==> config.mk <==
export PLATFORM = sky130hd
export DESIGN_NAME = ram_burst_ctrl
export DESIGN_NICKNAME = d
export VERILOG_FILES = /design/src/rtl/ram_burst_ctrl.sv
export SDC_FILE = /design/constraint.sdc
export NUM_CORES = 1
export LEC_CHECK = 0
export CAP_MARGIN = 20
export CORE_MARGIN = 2
export CORE_UTILIZATION = 43
export CTS_CLUSTER_DIAMETER = 60
export DETAILED_ROUTE_END_ITERATION = 8
export PLACE_DENSITY = 0.86
export SYNTH_ARGS = -nofsm -noshare
export SYNTH_HDL_FRONTEND = slang
export SYNTH_SLANG_ARGS = --single-unit
export TNS_END_PERCENT = 10
==> constraint.sdc <==
create_clock -name clk -period 3.65 [get_ports clk]
set_clock_uncertainty 0.1 [all_clocks]
set_input_delay 0.9125 -clock clk [delete_from_list [all_inputs] [get_ports clk]]
set_output_delay 0.9125 -clock clk [all_outputs]
set_load 0.02 [all_outputs]
==> src/rtl/ram_burst_ctrl.sv <==
// ram_burst_ctrl: command front-end for an 8x8 synchronous RAM.
//   Accepts single/burst read or write commands (valid/ready), drives the RAM
//   write_en/addr/data_in pins, absorbs the RAM's 1-cycle registered read
//   latency and returns read beats on a back-pressurable response stream.
// Ports:
//   clk, reset_n                 clock, async active-low reset
//   cmd_valid/ready/write/addr/len  command channel (beats = cmd_len+1)
//   wr_valid/ready/data          write-data beats
//   rsp_valid/ready/data/last    read response stream
//   ram_write_en/addr/data_in    to RAM; ram_data_out from RAM
// Optional: define RAM_BURST_WRAP_ERR_EN to add output cmd_err, a one-cycle
//   pulse after accepting a command whose burst wraps past the top address.
module ram_burst_ctrl #(
  parameter int ADDR_W = 3,
  parameter int DATA_W = 8,
  parameter int LEN_W  = 3
) (
  input  logic              clk,
  input  logic              reset_n,
  input  logic              cmd_valid,
  output logic              cmd_ready,
  input  logic              cmd_write,
  input  logic [ADDR_W-1:0] cmd_addr,
  input  logic [LEN_W-1:0]  cmd_len,
  input  logic              wr_valid,
  output logic              wr_ready,
  input  logic [DATA_W-1:0] wr_data,
  output logic              rsp_valid,
  input  logic              rsp_ready,
  output logic [DATA_W-1:0] rsp_data,
  output logic              rsp_last,
  output logic              ram_write_en,
  output logic [ADDR_W-1:0] ram_addr,
  output logic [DATA_W-1:0] ram_data_in,
  input  logic [DATA_W-1:0] ram_data_out
`ifdef RAM_BURST_WRAP_ERR_EN
  ,
  output logic              cmd_err
`endif
);

  typedef enum logic [2:0] {IDLE, WR, RD_ADDR, RD_CAP, RD_RESP} state_t;

  state_t              state_q, state_d;
  logic [ADDR_W-1:0]   cur_addr_q, cur_addr_d;
  logic [LEN_W-1:0]    beats_left_q, beats_left_d;
  logic [DATA_W-1:0]   rsp_data_q, rsp_data_d;
  logic                rsp_valid_q, rsp_valid_d;
  logic                rsp_last_q, rsp_last_d;
  logic                accept;

  // Gated by reset_n so the command channel reads 0 while reset is held.
  assign cmd_ready    = (state_q == IDLE) && reset_n;
  assign accept       = cmd_valid && cmd_ready;
  assign wr_ready     = (state_q == WR);
  assign ram_write_en = (state_q == WR) && wr_valid;
  assign ram_addr     = cur_addr_q;
  assign ram_data_in  = (state_q == WR) ? wr_data : '0;
  assign rsp_valid    = rsp_valid_q;
  assign rsp_data     = rsp_data_q;
  assign rsp_last     = rsp_last_q;

  always_comb begin
    state_d      = state_q;
    cur_addr_d   = cur_addr_q;
    beats_left_d = beats_left_q;
    rsp_data_d   = rsp_data_q;
    rsp_valid_d  = rsp_valid_q;
    rsp_last_d   = rsp_last_q;
    unique case (state_q)
      IDLE: begin
        if (accept) begin
          cur_addr_d   = cmd_addr;
          beats_left_d = cmd_len;
          state_d      = cmd_write ? WR : RD_ADDR;
        end
      end
      WR: begin
        if (wr_valid) begin
          cur_addr_d = cur_addr_q + ADDR_W'(1);
          if (beats_left_q == '0) state_d = IDLE;
          else beats_left_d = beats_left_q - LEN_W'(1);
        end
      end
      // Address presented this cycle; RAM registers it on the next edge.
      RD_ADDR: state_d = RD_CAP;
      // RAM output now valid for cur_addr; capture into the response register.
      RD_CAP: begin
        rsp_data_d  = ram_data_out;
        rsp_valid_d = 1'b1;
        rsp_last_d  = (beats_left_q == '0);
        state_d     = RD_RESP;
      end
      RD_RESP: begin
        if (rsp_ready) begin
          rsp_valid_d = 1'b0;
          if (rsp_last_q) begin
            state_d = IDLE;
          end else begin
            cur_addr_d   = cur_addr_q + ADDR_W'(1);
            beats_left_d = beats_left_q - LEN_W'(1);
            state_d      = RD_ADDR;
          end
        end
      end
      default: state_d = IDLE;
    endcase
  end

  always_ff @(posedge clk or negedge reset_n) begin
    if (!reset_n) begin
      state_q      <= IDLE;
      cur_addr_q   <= '0;
      beats_left_q <= '0;
      rsp_data_q   <= '0;
      rsp_valid_q  <= 1'b0;
      rsp_last_q   <= 1'b0;
    end else begin
      state_q      <= state_d;
      cur_addr_q   <= cur_addr_d;
      beats_left_q <= beats_left_d;
      rsp_data_q   <= rsp_data_d;
      rsp_valid_q  <= rsp_valid_d;
      rsp_last_q   <= rsp_last_d;
    end
  end

`ifdef RAM_BURST_WRAP_ERR_EN
  localparam int SUM_W = ((ADDR_W > LEN_W) ? ADDR_W : LEN_W) + 1;
  logic [SUM_W-1:0] end_addr;
  logic             cmd_err_q, cmd_err_d;

  assign end_addr  = SUM_W'(cmd_addr) + SUM_W'(cmd_len);
  assign cmd_err_d = accept && (end_addr > SUM_W'((2**ADDR_W) - 1));
  assign cmd_err   = cmd_err_q;

  always_ff @(posedge clk or negedge reset_n) begin
    if (!reset_n) cmd_err_q <= 1'b0;
    else          cmd_err_q <= cmd_err_d;
  end
`else
  // Wrap-around is silent in this build.
`endif

endmodule
==> implementation parameters <==
Parameter                              Value

Finish
  Area occupied by multi-input gates    578 µm²
  Area taken by flip-flops and latches    475 µm²
  Antenna cells    0
  Area added between synthesis and finish    50.9%
  Number of fill cells in the layout    200
  Proportion of layout cells with a drive suffix above 1    12.6%
  Final net count    183
  Final non-filler cell area    1660 µm²

Floorplan
  Area of the die    2970 µm²
  Y dimension of the die    54.5 µm
  I/O pin count    52
  Core box area    2450 µm²
  Starting utilization of the core area    44.7%
  Std cell rows    18
  Horiz. Die Dim    54.5 µm

Clock network
  CTS Root Cell    sky130_fd_sc_hd__clkbuf_4
  Clock H-tree levels    1
  Number of hold buffers added after CTS    0
  Postcts setup bufs    0
  Clk Latency, worst-skew pair    0.29 ns
  Number of resized instances in the post-cts repair step    0
  Buffer levels on the longest clock path    2
  Total clock sinks    19
  CTS tree    yes
  Clock transition at the registers of the reported paths    0.11 ns
  Number of clock buffers inserted by TritonCTS    3

Worst setup path
  Cell breakdown of the critical path    clkdlybuf4s50_1, nor4b_1, clkdlybuf4s50_1
  Critical path startpoint category    input port
  Maximum fanout along the worst path    2
  Critical path arrival    2.54 ns
  CP Class    input port to output pin
  Slowest stage cell, crit path    sky130_fd_sc_hd__clkdlybuf4s50_1
  R2R Setup Slk    1.81 ns
  Critical Path Sink Type    output pin
  CP required    2.64 ns
  Most numerous cell on the critical path    sky130_fd_sc_hd__clkdlybuf4s50_1
  Crit-path max cell delay    0.70 ns

Synth
  Yosys synthesis warning count    0
  Count of flip-flops with a built-in enable after synthesis    0
  Sequential element share of the synthesized area    43.3%
  Fraction of registers with async set/reset    100%
  Post-Synthesis Cells    100
  Main flop type after synthesis    sky130_fd_sc_hd__dfrtp_1
  Mapped cell area    1100 µm²
  Number of nets in the synthesized netlist    131
  Count of different cell masters after synthesis    37
  Mean area per synthesized cell    11.0 µm²
  Yosys reg bits    19

Global route
  Wire length of the first global-routing pass    3890 µm
  Global routing usage summed across all routing layers    17.9%
  Maximum number of pins on one net before global-route repair    22
  Number of antenna violations at the first check in global routing    0
  Number of global-route vias before repair    904
  Overflow left after global routing    0

Timing
  Minimum clock period after layout    3.55 ns
  Portion of the clock cycle consumed by the worst path in the final layout    97.2%
  Transition time at the pin with the least slew margin    0.572 ns
  Timing-limited maximum frequency    0.282 GHz
  Unrepaired setup endpoints after global routing    no
  Setup TNS    0 ns
  Min Hold Slack    0.406 ns
  Hold Vio Cnt, Final    0
  Max Slew Vio Count    0
  Finish-stage setup viols    0
  Relative slew margins    61.9%

Worst hold path
  Min-delay worst type    flop to flop

Route
  Total DRC errors in the routed layout    0
  Final Routed Wirelength    2400 µm
  First-pass iteration count of the detailed router    2
  Wire per inst    13.3 µm
  DRC marker count from the first detailed-route iteration    3
  Average via count per standard cell    5.20
  Via Count    942
  Number of nets with antenna violations after detailed routing    0

Run status
  Status    finished, final reports clean

Pwr
  Worst vdd rail ir drop    0.000663 V
  Lkg Pwr    0.702 nW
  Total power divided by cell area    862 nW/µm²
  Total power    0.00143 W

Placement
  Weighted congestion at the end of routability-driven global placement    0.721
  Buffers added on ports    51
  Instance area after placement    1630 µm²
  Half-perimeter wire length after placement    1920 µm

Job
  Count of maximum capacitance violations    0
power breakdown:
part	total, W	switching [W]	internal, W
Sequential	0.000422	0.000109	0.000313
Clock	0.000105	0.0000644	0.0000408
Combinational	0.000900	0.000434	0.000466
Total	0.00143	0.000608	0.000819
flip-flops by register name, summed over array words and instances, names as in the netlist:
name / flops
state_q: 3
beats_left_q: 3
rsp_valid: 1
ram_addr: 3
rsp_data: 8
rsp_last: 1
worst max-delay path, delay by kind of cell:
kind,cells,cell delay [ns]
buffers and inverters,2,1.19
AND/OR/NAND/NOR,1,0.43
cells in the mapped netlist (2+ instances only):
library cell                count  share of area [%]
sky130_fd_sc_hd__nor2_1         4                1.4
sky130_fd_sc_hd__o21ai_1        2               0.91
sky130_fd_sc_hd__o21ai_0        2               0.91
sky130_fd_sc_hd__nor3b_1        2                1.4
sky130_fd_sc_hd__inv_1          5                1.7
sky130_fd_sc_hd__dfrtp_1       19                 43
sky130_fd_sc_hd__mux2_2         9                9.2
sky130_fd_sc_hd__nor2b_1        2                1.1
sky130_fd_sc_hd__a211oi_1       2                1.4
sky130_fd_sc_hd__nand4bb_1      2                2.1
sky130_fd_sc_hd__nand2_1        7                2.4
sky130_fd_sc_hd__and2_1         9                5.1
sky130_fd_sc_hd__buf_2          2               0.91
sky130_fd_sc_hd__a21oi_1        5                2.3
sky130_fd_sc_hd__ha_1           3                3.4
sky130_fd_sc_hd__mux2i_1        4                3.6
cells in the final DEF (no fill, tap or decap), types with 2 or more instances in the layout:
cell type / n
sky130_fd_sc_hd__clkdlybuf4s50_1: 51
sky130_fd_sc_hd__dfrtp_1: 19
sky130_fd_sc_hd__and2_1: 9
sky130_fd_sc_hd__mux2_2: 9
sky130_fd_sc_hd__nand2_1: 7
sky130_fd_sc_hd__inv_1: 5
sky130_fd_sc_hd__a21oi_1: 5
sky130_fd_sc_hd__mux2i_1: 4
sky130_fd_sc_hd__nor2_1: 4
sky130_fd_sc_hd__ha_1: 3
sky130_fd_sc_hd__clkbuf_4: 3
sky130_fd_sc_hd__nor2b_1: 2
sky130_fd_sc_hd__nand4bb_1: 2
sky130_fd_sc_hd__a211oi_1: 2
sky130_fd_sc_hd__o21ai_1: 2
sky130_fd_sc_hd__nor3b_1: 2
sky130_fd_sc_hd__o21ai_0: 2
final timing paths:
| path | start | end | cells after the start |
|---|---|---|---|
| max | reset_n | cmd_ready | 3 |
| min | beats_left_q[1]$_DFFE_PN0P_ | beats_left_q[1]$_DFFE_PN0P_ | 2 |
| max reg2reg | beats_left_q[0]$_DFFE_PN0P_ | beats_left_q[0]$_DFFE_PN0P_ | 6 |
| min reg2reg | beats_left_q[1]$_DFFE_PN0P_ | beats_left_q[1]$_DFFE_PN0P_ | 2 |
| max in group asynchronous | reset_n | rsp_data[2]$_DFFE_PN0P_ | 2 |
| min in group asynchronous | reset_n | rsp_data[5]$_DFFE_PN0P_ | 2 |
per-stage QoR:
| stage | setup slack, ns | util [%] | instances |
|---|---|---|---|
| floorplan | 1.01 | - | 100 |
| detailed placement | 0.154 | 66.3 | 177 |
| CTS | 0.143 | 67.4 | 181 |
| finish | 0.101 | 67.4 | 181 |
| global placement | 0.177 | 66.3 | 177 |
| global route | 0.0530 | 67.4 | 181 |
area by class of cell:
class	instances	share of cell area (%)
Multi-Input combinational cell	71	34.9
Timing Repair Buffer	52	31.3
Sequential cell	19	28.7
Tap cell	30	2.27
Clock buffer	3	1.36
Inverter	5	1.13
Clock inverter	1	0.302
cells by family (layout without fill, tap and decap cells):
logic type | count (synthesis) | after routing | share of synthesized area, %
xor gates and xnor gates | 1 | 1 | 0.798
adders and majority gates | 3 | 3 | 3.42
DFF | 19 | 19 | 43.3
AOI/OAI and AO/OA | 18 | 18 | 13.2
and+or+nand+nor | 36 | 36 | 22.3
buffers and inverters | 10 | 61 | 3.99
muxes | 13 | 13 | 12.9
layer usage:
layer / track usage (%) / share of wire (%)
met5: 0 / 0
met4: 6.67 / 1.0
met3: 4.92 / 9.0
met2: 32.1 / 50
met1: 20.0 / 40
No activity file was read; power rests on OpenSTA's default activity.
